===== src/rtl/fdma_read_interconnect.sv =====
// N-channel FDMA read arbiter: grants one burst at a time (round-robin or fixed priority),
// forwards the winner's address/size and routes read beats back with length checking.
module fdma_read_interconnect #(
  parameter int unsigned CH_NUM         = 2,
  parameter int unsigned AXI_ADDR_WIDTH = 23,
  parameter int unsigned AXI_DATA_WIDTH = 32,
  parameter int unsigned ARB_MODE       = 0
) (
  input  logic                             ui_clk,
  input  logic                             ui_rstn,
  input  logic [CH_NUM*AXI_ADDR_WIDTH-1:0] ch_raddr,
  input  logic [CH_NUM-1:0]                ch_rareq,
  input  logic [CH_NUM*16-1:0]             ch_rsize,
  output logic [CH_NUM-1:0]                ch_rbusy,
  output logic [AXI_DATA_WIDTH-1:0]        ch_rdata,
  output logic [CH_NUM-1:0]                ch_rvalid,
  output logic [AXI_ADDR_WIDTH-1:0]        fdma_raddr,
  output logic                             fdma_rareq,
  output logic [15:0]                      fdma_rsize,
  input  logic                             fdma_rbusy,
  input  logic [AXI_DATA_WIDTH-1:0]        fdma_rdata,
  input  logic                             fdma_rvalid,
  output logic [CH_NUM-1:0]                grant_onehot,
  output logic                             err_len
);

  localparam int unsigned IW = (CH_NUM > 1) ? $clog2(CH_NUM) : 1;

  typedef enum logic [1:0] {StIdle, StReq, StBusy, StDone} state_e;

  state_e              state;
  logic [IW-1:0]       last_grant;
  logic [IW-1:0]       win_idx;
  logic [IW-1:0]       cand;
  logic                any_req;
  logic [CH_NUM-1:0]   gnt_oh;
  logic [15:0]         beat_cnt;
  logic [15:0]         rsize_q;
  logic [AXI_ADDR_WIDTH-1:0] win_addr;
  logic [15:0]         win_size;

  // Winner selection; loops run downward so the last hit is the highest-priority candidate.
  always_comb begin
    win_idx = '0;
    cand    = '0;
    any_req = |ch_rareq;
    if (ARB_MODE == 1) begin
      for (int i = int'(CH_NUM) - 1; i >= 0; i--) begin
        cand = IW'(i);
        if (ch_rareq[cand]) win_idx = cand;
      end
    end else begin
      for (int i = int'(CH_NUM); i >= 1; i--) begin
        cand = IW'((int'(last_grant) + i) % int'(CH_NUM));
        if (ch_rareq[cand]) win_idx = cand;
      end
    end
  end

  assign win_addr = ch_raddr[int'(win_idx)*int'(AXI_ADDR_WIDTH) +: AXI_ADDR_WIDTH];
  assign win_size = ch_rsize[int'(win_idx)*16 +: 16];

  always_ff @(posedge ui_clk or negedge ui_rstn) begin
    if (!ui_rstn) begin
      state      <= StIdle;
      last_grant <= IW'(CH_NUM - 1);
      gnt_oh     <= '0;
      beat_cnt   <= '0;
      rsize_q    <= '0;
      fdma_raddr <= '0;
      fdma_rareq <= 1'b0;
      ch_rvalid  <= '0;
      ch_rdata   <= '0;
      err_len    <= 1'b0;
    end else begin
      err_len   <= 1'b0;
      ch_rvalid <= '0;
      unique case (state)
        StIdle: begin
          if (any_req) begin
            fdma_raddr <= win_addr;
            rsize_q    <= win_size;
            gnt_oh     <= CH_NUM'(1) << win_idx;
            beat_cnt   <= '0;
            last_grant <= win_idx;
            // Zero-length requests are acknowledged without touching the FDMA port.
            if (win_size != 16'd0) begin
              fdma_rareq <= 1'b1;
              state      <= StReq;
            end else begin
              state      <= StDone;
            end
          end
        end
        StReq: begin
          if (fdma_rbusy) begin
            fdma_rareq <= 1'b0;
            state      <= StBusy;
          end
        end
        StBusy: begin
          if (fdma_rvalid) begin
            ch_rvalid <= gnt_oh;
            ch_rdata  <= fdma_rdata;
            beat_cnt  <= beat_cnt + 16'd1;
          end
          if (!fdma_rbusy) state <= StDone;
        end
        StDone: begin
          gnt_oh  <= '0;
          err_len <= (beat_cnt != rsize_q);
          state   <= StIdle;
        end
        default: state <= StIdle;
      endcase
    end
  end

  assign ch_rbusy     = gnt_oh;
  assign grant_onehot = gnt_oh;
  assign fdma_rsize   = rsize_q;

endmodule

===== config.mk =====
export PLATFORM = sky130hd
export DESIGN_NAME = fdma_read_interconnect
export DESIGN_NICKNAME = d
export VERILOG_FILES = /design/src/rtl/fdma_read_interconnect.sv
export SDC_FILE = /design/constraint.sdc
export NUM_CORES = 1
export LEC_CHECK = 0
export CORE_MARGIN = 5
export CORE_UTILIZATION = 46
export DETAILED_ROUTE_END_ITERATION = 7
export PLACE_DENSITY_LB_ADDON = 0.3
export SLEW_MARGIN = 20
export SYNTH_ARGS = -nofsm -noshare
export SYNTH_HDL_FRONTEND = slang
export SYNTH_SLANG_ARGS = --single-unit

===== constraint.sdc =====
create_clock -name ui_clk -period 6.5 [get_ports ui_clk]
set_input_delay 0.65 -clock ui_clk [delete_from_list [all_inputs] [get_ports ui_clk]]
set_output_delay 0.65 -clock ui_clk [all_outputs]
set_load 0.02 [all_outputs]

==> impl_results.md, run 1 <==
- Drt via density: 5.19
- Outcome: finished clean
- Clk slew on worst S/H paths: 0.10 ns
- Fill cells: 768
- Grt ovf: 0
- Gr usage total: 0.216
- VDD IR-drop max: 199 µV
- DR WL/cell: 17.4 µm
- I/O Pins: 195
- Post-synth EDFFs: 0
- DRC: 0
- Post-synthesis sequential area ratio: 0.528
- Layout area overhead: 49.9%
- Global-route wire length before repair: 19800 µm
- PortBufs: 194
- Largest net degree at the start of global routing: 80
- Max Cap Violations: 0
- Top delay family on crit path: simple AND/OR/NAND/NOR gates
- Hold Buf Count CTS: 0
- First-pass detailed-route iteration total: 5
- Hold WC Path Type: input port to asynchronous set/reset pin
- Util after Layout: 0.702
- Via Count: 3806
- Worst-case clock buffer depth: 2
- Gate Count Post-Synth: 412
- Synth Flop Type: dfrtp_1
- Vias in the first global route: 3993
- TritonCTS Buffers: 9
- RePlAce Congestion: 0.789
- WS Path Type: register to register
- Initial Utilization: 0.468
- Register area: 0.00240 mm²
- Synth cell types: 38
- Antenna violations before repair: 0
- Max frequency: 372 MHz
- Final period utilization: 0.414
- Final Hold Fails: 0
- WP buf/inv: 1
- Cell Pwr Density: 430 mW/mm²
- Worst path slowest cell: or4_1
- Final ANT Viol Nets: 0
- Crit path largest cell delay: 0.74 ns
- Die width: 110 µm
- Lkg Pwr: 0.00281 µW
- Arrival @ worst endpoint: 2.97 ns
- Clock Latency Late Sink: 0.37 ns
- TNS Setup: 0 ns
- Area of the die: 0.0120 mm²
- Worst reg-to-reg setup slack: 3.81 ns
- Post-synth ARST share: 1.00
- Crit path required time: 6.78 ns
- Total Wirelength: 12700 µm
- Share of cells above drive strength 1: 0.0967
- Crit path top cell by count: or4_1
- Startpoint types: register
- Postcts setup bufs: 0
- Post-Syn Nets: 534
- RR Startpoint: state[0]
- RSZ-0062 raised after global routing: no
- Worst r2r dst: beat_cnt[15]
- Core area: 0.00973 mm²
- Syn Std Cell Area: 0.00455 mm²
- Slew HR: 0.417
- Std-Cell Rows: 36
- Tmin final: 2.69 ns
- Antenna cells: 0
- Worst reg2reg path depth: 6
- Worst-path cell chain: inv_1, ha_1, nor3b_2, or4_1, or4_1, a21oi_1
- Clock skew: 0.0149 ns
- Non-Filler Instances: 733
- Yosys warns: 0
- Htree depth: 3
- TritonCTS clock tree: built
- Hold_ws: 0.270 ns
- DPL Wire Length: 9850 µm
- Setup violators final: 0
- Die H: 110 µm
- CP Capture Type: register
- Leading cell types in the layout, fill and taps excluded: 193 x clkdlybuf4s50_1, 95 x dfrtp_1, 48 x nand2_1, 48 x o21ai_0, 42 x mux2i_1
- Root buffer cell: clkbuf_8
- Worst Tran Pin Value: 0.871 ns
- Final Max Slew Viols: 0
- Final #Nets: 717
- Detailed router's first-iteration violation count: 116
- CTS sink cnt: 96
- CTS resizes: 0
- Commonest non-fill, non-tap cell in the layout: clkdlybuf4s50_1
- DP Cell Count: 717
- Synthesized flop and latch total: 96
- Avg Cell Area, Syn: 11.1 µm²
- Critical Path Fanout Max: 13
- Multi-input logic area: 0.00204 mm²
## worst reg2reg max path, delay by kind of cell (launching register included)
family	cells	cell delay [ns]
and+or+nand+nor	3	1.55
AOI/OAI and AO/OA	1	0.17
buffers and inverters	1	0.10
DFF	1	0.41
adders and majority gates	1	0.38
## through the flow
stage | instance area [µm²] | setup slack, ns | total power, µW
2_1_floorplan | 4550 | 4.30 | 1790
3_3_place_gp | 6600 | 3.54 | 2470
3_5_place_dp | 6600 | 3.48 | 2510
4_1_cts | 6830 | 3.80 | 2970
5_1_grt | 6830 | 3.66 | 3120
6_report | 6830 | 3.81 | 2940
## final cells by class
type                    instances  share of cell area
well taps                     133              0.0244
clock inverters                 6              0.0147
inverters                       6             0.00330
repair buffers                198               0.289
flip-flops and latches         96               0.352
clock buffers                  10              0.0187
multi-input cells             284               0.298
## sequential cells by signal, summed over array words and instances, names as in the netlist
register,cells
fdma_rareq,1
err_len,1
beat_cnt,16
ch_rdata,32
fdma_rsize,16
ch_rbusy,2
last_grant,1
ch_rvalid,2
fdma_raddr,23
state,2
## power breakdown
group	internal [µW]	total, µW	switching (µW)
sequential	847	1020	178
combinational	728	1460	734
clock	225	450	226
total	1800	2940	1140
## worst max-delay path by stage
| stage | start | to | slack (ns) | cells past startpoint |
|---|---|---|---|---|
| 5_1_grt | state[1] | beat_cnt[15] | 3.66 | 6 |
| 2_1_floorplan | state[0] | beat_cnt[12] | 4.30 | 8 |
| 3_3_place_gp | ch_rareq[0] | beat_cnt[15] | 3.54 | 5 |
| 4_1_cts | state[0] | beat_cnt[15] | 3.80 | 6 |
| 3_5_place_dp | ch_rareq[0] | beat_cnt[15] | 3.48 | 5 |
| 6_report | state[0] | beat_cnt[15] | 3.81 | 6 |
## cell usage after synthesis (all sizes together), types with 2 or more instances
| cell | count | area (µm²) |
|---|---|---|
| or4 | 11 | 82.6 |
| xnor2 | 18 | 158 |
| a21oi | 14 | 70.1 |
| nand4 | 7 | 43.8 |
| mux2 | 32 | 360 |
| buf | 13 | 66.3 |
| a22o | 2 | 17.5 |
| nand3 | 7 | 35.0 |
| inv | 6 | 22.5 |
| and3 | 3 | 18.8 |
| ha | 6 | 75.1 |
| dfrtp | 95 | 2380 |
| nand2b | 2 | 12.5 |
| nor2 | 6 | 22.5 |
| mux2i | 42 | 420 |
| nor4 | 9 | 56.3 |
| nor2b | 3 | 18.8 |
| or3 | 3 | 18.8 |
| o21ai | 49 | 245 |
| o31ai | 9 | 67.6 |
| clkbuf | 13 | 48.8 |
| a31oi | 2 | 12.5 |
| nand2 | 48 | 180 |
## metal layers
| metal | vias to the layer above | track usage | part of all wire |
|---|---|---|---|
| met5 | - | 0 | 0 |
| met4 | 0 | 0.0766 | 0.021 |
| met3 | 21 | 0.0728 | 0.086 |
| met2 | 146 | 0.369 | 0.51 |
| met1 | 1791 | 0.253 | 0.38 |
| li1 | 1848 | - | - |
## logic make-up (layout without fill, tap and decap cells)
| kind of cell | Yosys count | count (layout) | share of synthesized area |
|---|---|---|---|
| muxes | 74 | 74 | 0.171 |
| and+or+nand+nor | 104 | 104 | 0.118 |
| adders and majority gates | 6 | 6 | 0.0165 |
| xor gates and xnor gates | 19 | 19 | 0.0365 |
| buffers and inverters | 32 | 220 | 0.0302 |
| AOI/OAI and AO/OA | 81 | 81 | 0.100 |
| DFF | 96 | 96 | 0.528 |
Note: power is estimated with default switching activity, not from simulation.
==> inputs of run 2 (changes only) <==
--- a/config.mk
+++ b/config.mk
@@ -6,7 +6,7 @@
 export NUM_CORES = 1
 export LEC_CHECK = 0
 export CORE_MARGIN = 5
-export CORE_UTILIZATION = 46
+export CORE_UTILIZATION = 43
 export DETAILED_ROUTE_END_ITERATION = 7
 export PLACE_DENSITY_LB_ADDON = 0.3
 export SLEW_MARGIN = 20
==> constraint.sdc (replaced) <==
create_clock -name ui_clk -period 2.8 [get_ports ui_clk]
set_input_delay 0.28 -clock ui_clk [delete_from_list [all_inputs] [get_ports ui_clk]]
set_output_delay 0.28 -clock ui_clk [all_outputs]
set_load 0.02 [all_outputs]
==> run 2 against run 1 <==
Effect of this change:
- count of clock-buffer cells in the layout increased by 1
- combinational power increased by 130%
- design area increased by 1.2%
- non-clock buffer count increased by 8
- critical path type unchanged
- critical endpoint unchanged
- largest cell class unchanged
- highest routed layer unchanged
==> impl_results.md, run 2 (same netlist as run 1, synthesis figures left out) <==
- Non-Filler Instances: 744 (was 733)
- DRC: 0 (unchanged)
- Final ANT Viol Nets: 0 (unchanged)
- Util after Layout: 0.669 (was 0.702)
- Clock Latency Late Sink: 0.36 ns (was 0.37 ns)
- Multi-input logic area: 0.00204 mm² (unchanged)
- Antenna violations before repair: 0 (unchanged)
- Tmin final: 2.58 ns (was 2.69 ns)
- DP Cell Count: 727 (was 717)
- Layout area overhead: 51.6% (was 49.9%)
- Detailed router's first-iteration violation count: 111 (was 116)
- Max Cap Violations: 0 (unchanged)
- Total Wirelength: 12600 µm (was 12700 µm)
- Final instance area: 0.00691 mm² (was 0.00683 mm²)
- Area of the die: 0.0127 mm² (was 0.0120 mm²)
- Largest register FFs: 32 (unchanged)
- RR Startpoint: state[0] (unchanged)
- DR WL/cell: 17.0 µm (was 17.4 µm)
- CTS resizes: 0 (unchanged)
- Hold WC Path Type: input port to asynchronous set/reset pin (unchanged)
- Drt via density: 5.19 (about the same)
- VDD IR-drop max: 475 µV (was 199 µV)
- Grt ovf: 0 (unchanged)
- Startpoint types: register (unchanged)
- Setup violators final: 0 (unchanged)
- Gr usage total: 0.201 (was 0.216)
- Worst r2r dst: beat_cnt[15] (unchanged)
- Worst Tran Pin Value: 0.665 ns (was 0.871 ns)
- TritonCTS clock tree: built (unchanged)
- Register area: 0.00240 mm² (unchanged)
- Largest regs: ch_rdata x32, fdma_raddr x23 (unchanged)
- CP Capture Type: register (unchanged)
- Crit path required time: 3.08 ns (was 6.78 ns)
- Critical Path Fanout Max: 13 (unchanged)
- Global-route wire length before repair: 20700 µm (was 19800 µm)
- Final #Nets: 725 (was 717)
- I/O Pins: 195 (unchanged)
- Final period utilization: 0.923 (was 0.414)
- Core area: 0.0103 mm² (was 0.00973 mm²)
- First-pass detailed-route iteration total: 4 (was 5)
- Outcome: finished clean (unchanged)
- RePlAce Congestion: 0.837 (was 0.789)
- Via Count: 3865 (was 3806)
- Hold Buf Count CTS: 1 (was 0)
- Area after DPL: 0.00667 mm² (was 0.00660 mm²)
- Final Max Slew Viols: 0 (unchanged)
- Slew HR: 0.556 (was 0.417)
- Initial Utilization: 0.441 (was 0.468)
- Die width: 113 µm (was 110 µm)
- Largest Register: ch_rdata (unchanged)
- Worst reg2reg path depth: 6 (unchanged)
- Worst reg-to-reg setup slack: 0.22 ns (was 3.81 ns)
- Tot Pwr: 6810 µW (was 2940 µW)
- TritonCTS Buffers: 9 (unchanged)
- Lkg Pwr: 0.00285 µW (was 0.00281 µW)
- PortBufs: 194 (unchanged)
- WS Path Type: register to register (unchanged)
- CTS sink cnt: 96 (unchanged)
- Leading cell types in the layout, fill and taps excluded: 193 x clkdlybuf4s50_1, 95 x dfrtp_1, 48 x nand2_1, 48 x o21ai_0, 42 x mux2i_1 (unchanged)
- Antenna cells: 0 (unchanged)
- TNS Setup: 0 ns (unchanged)
- Worst-case clock buffer depth: 2 (unchanged)
- Clk slew on worst S/H paths: 0.10 ns (about the same)
- Arrival @ worst endpoint: 2.86 ns (was 2.97 ns)
- Final Hold Fails: 0 (unchanged)
- Die H: 113 µm (was 110 µm)
- Clock skew: 0.00970 ns (was 0.0149 ns)
- Max frequency: 387 MHz (was 372 MHz)
- RSZ-0062 raised after global routing: no (unchanged)
- DPL Wire Length: 10100 µm (was 9850 µm)
- Cell Pwr Density: 986 mW/mm² (was 430 mW/mm²)
- Fill cells: 808 (was 768)
- Root buffer cell: clkbuf_8 (unchanged)
- Share of cells above drive strength 1: 0.107 (was 0.0967)
- Commonest non-fill, non-tap cell in the layout: clkdlybuf4s50_1 (unchanged)
- Htree depth: 3 (unchanged)
- Largest net degree at the start of global routing: 78 (was 80)
- Postcts setup bufs: 0 (unchanged)
- Vias in the first global route: 4159 (was 3993)
- Std-Cell Rows: 37 (was 36)
## run 2: cell count changes in the layout (fill, tap and decap cells not counted), sizes merged
cell         delta
buf             +7
clkinv          -1
inv             -1
clkinvlp        +1
dlygate4sd3     +1
clkbuf          +1
## run 2: layout make-up
type | instances | area share
multi-input combinational | 284 | 0.295
clock buffer | 11 | 0.0205
clock inverter | 5 | 0.0127
sequential | 96 | 0.348
timing repair buffer | 206 | 0.296
inverter | 6 | 0.00326
tap | 136 | 0.0246
## run 2: worst max-delay path, stage by stage, from the launching register on
cell and delay [ns]:
dfrtp_1 0.43, inv_1 0.12, ha_1 0.35, nor2_1 0.15
or4_1 0.73, or4_1 0.54, a21oi_1 0.17
## run 2: metal layers
metal  share of wire  wire length [µm]  global-route usage
met5               0                 0                   0
met4           0.014               178              0.0577
met3           0.083              1050              0.0706
met2            0.51              6440               0.344
met1            0.39              4950               0.240
## run 2: worst max path at each step
stage               slack (ns)      endpoint      from
finish                    0.22  beat_cnt[15]  state[0]
global route              0.02  beat_cnt[15]  state[0]
CTS                       0.24  beat_cnt[15]  state[0]
detailed placement        0.25  beat_cnt[15]  state[0]
global placement          0.45  beat_cnt[15]  state[0]
floorplan                 0.60  beat_cnt[12]  state[0]
## run 2: where the power goes
group          switching (µW)  internal (µW)  total (µW)  leakage [µW]
combinational            1700           1720        3410       0.00154
sequential                398           1970        2360       0.00120
clock                     490            538        1030      0.000112
total                    2590           4220        6810       0.00285
## run 2: stage by stage
stage	hold WS [ns]	worst slack, ns
CTS	0.480	0.237
floorplan	-0.0156	0.595
detailed placement	0.325	0.247
finish	0.469	0.215
global placement	0.318	0.453
global route	0.505	0.0181
==> inputs of run 3 (changes only) <==
==> constraint.sdc (replaced) <==
create_clock -name ui_clk -period 2.8 [get_ports ui_clk]
set_input_delay 0.28 -clock ui_clk [delete_from_list [all_inputs] [get_ports ui_clk]]
set_output_delay 0.28 -clock ui_clk [all_outputs]
set_load 0.005 [all_outputs]
==> results of run 3 <==
Same layout as run 2 (identical final DEF). Status: finished clean.
Among the figures that moved: total power 6810 µW -> 6170 µW; worst IR drop on VDD 475 µV -> 426 µV
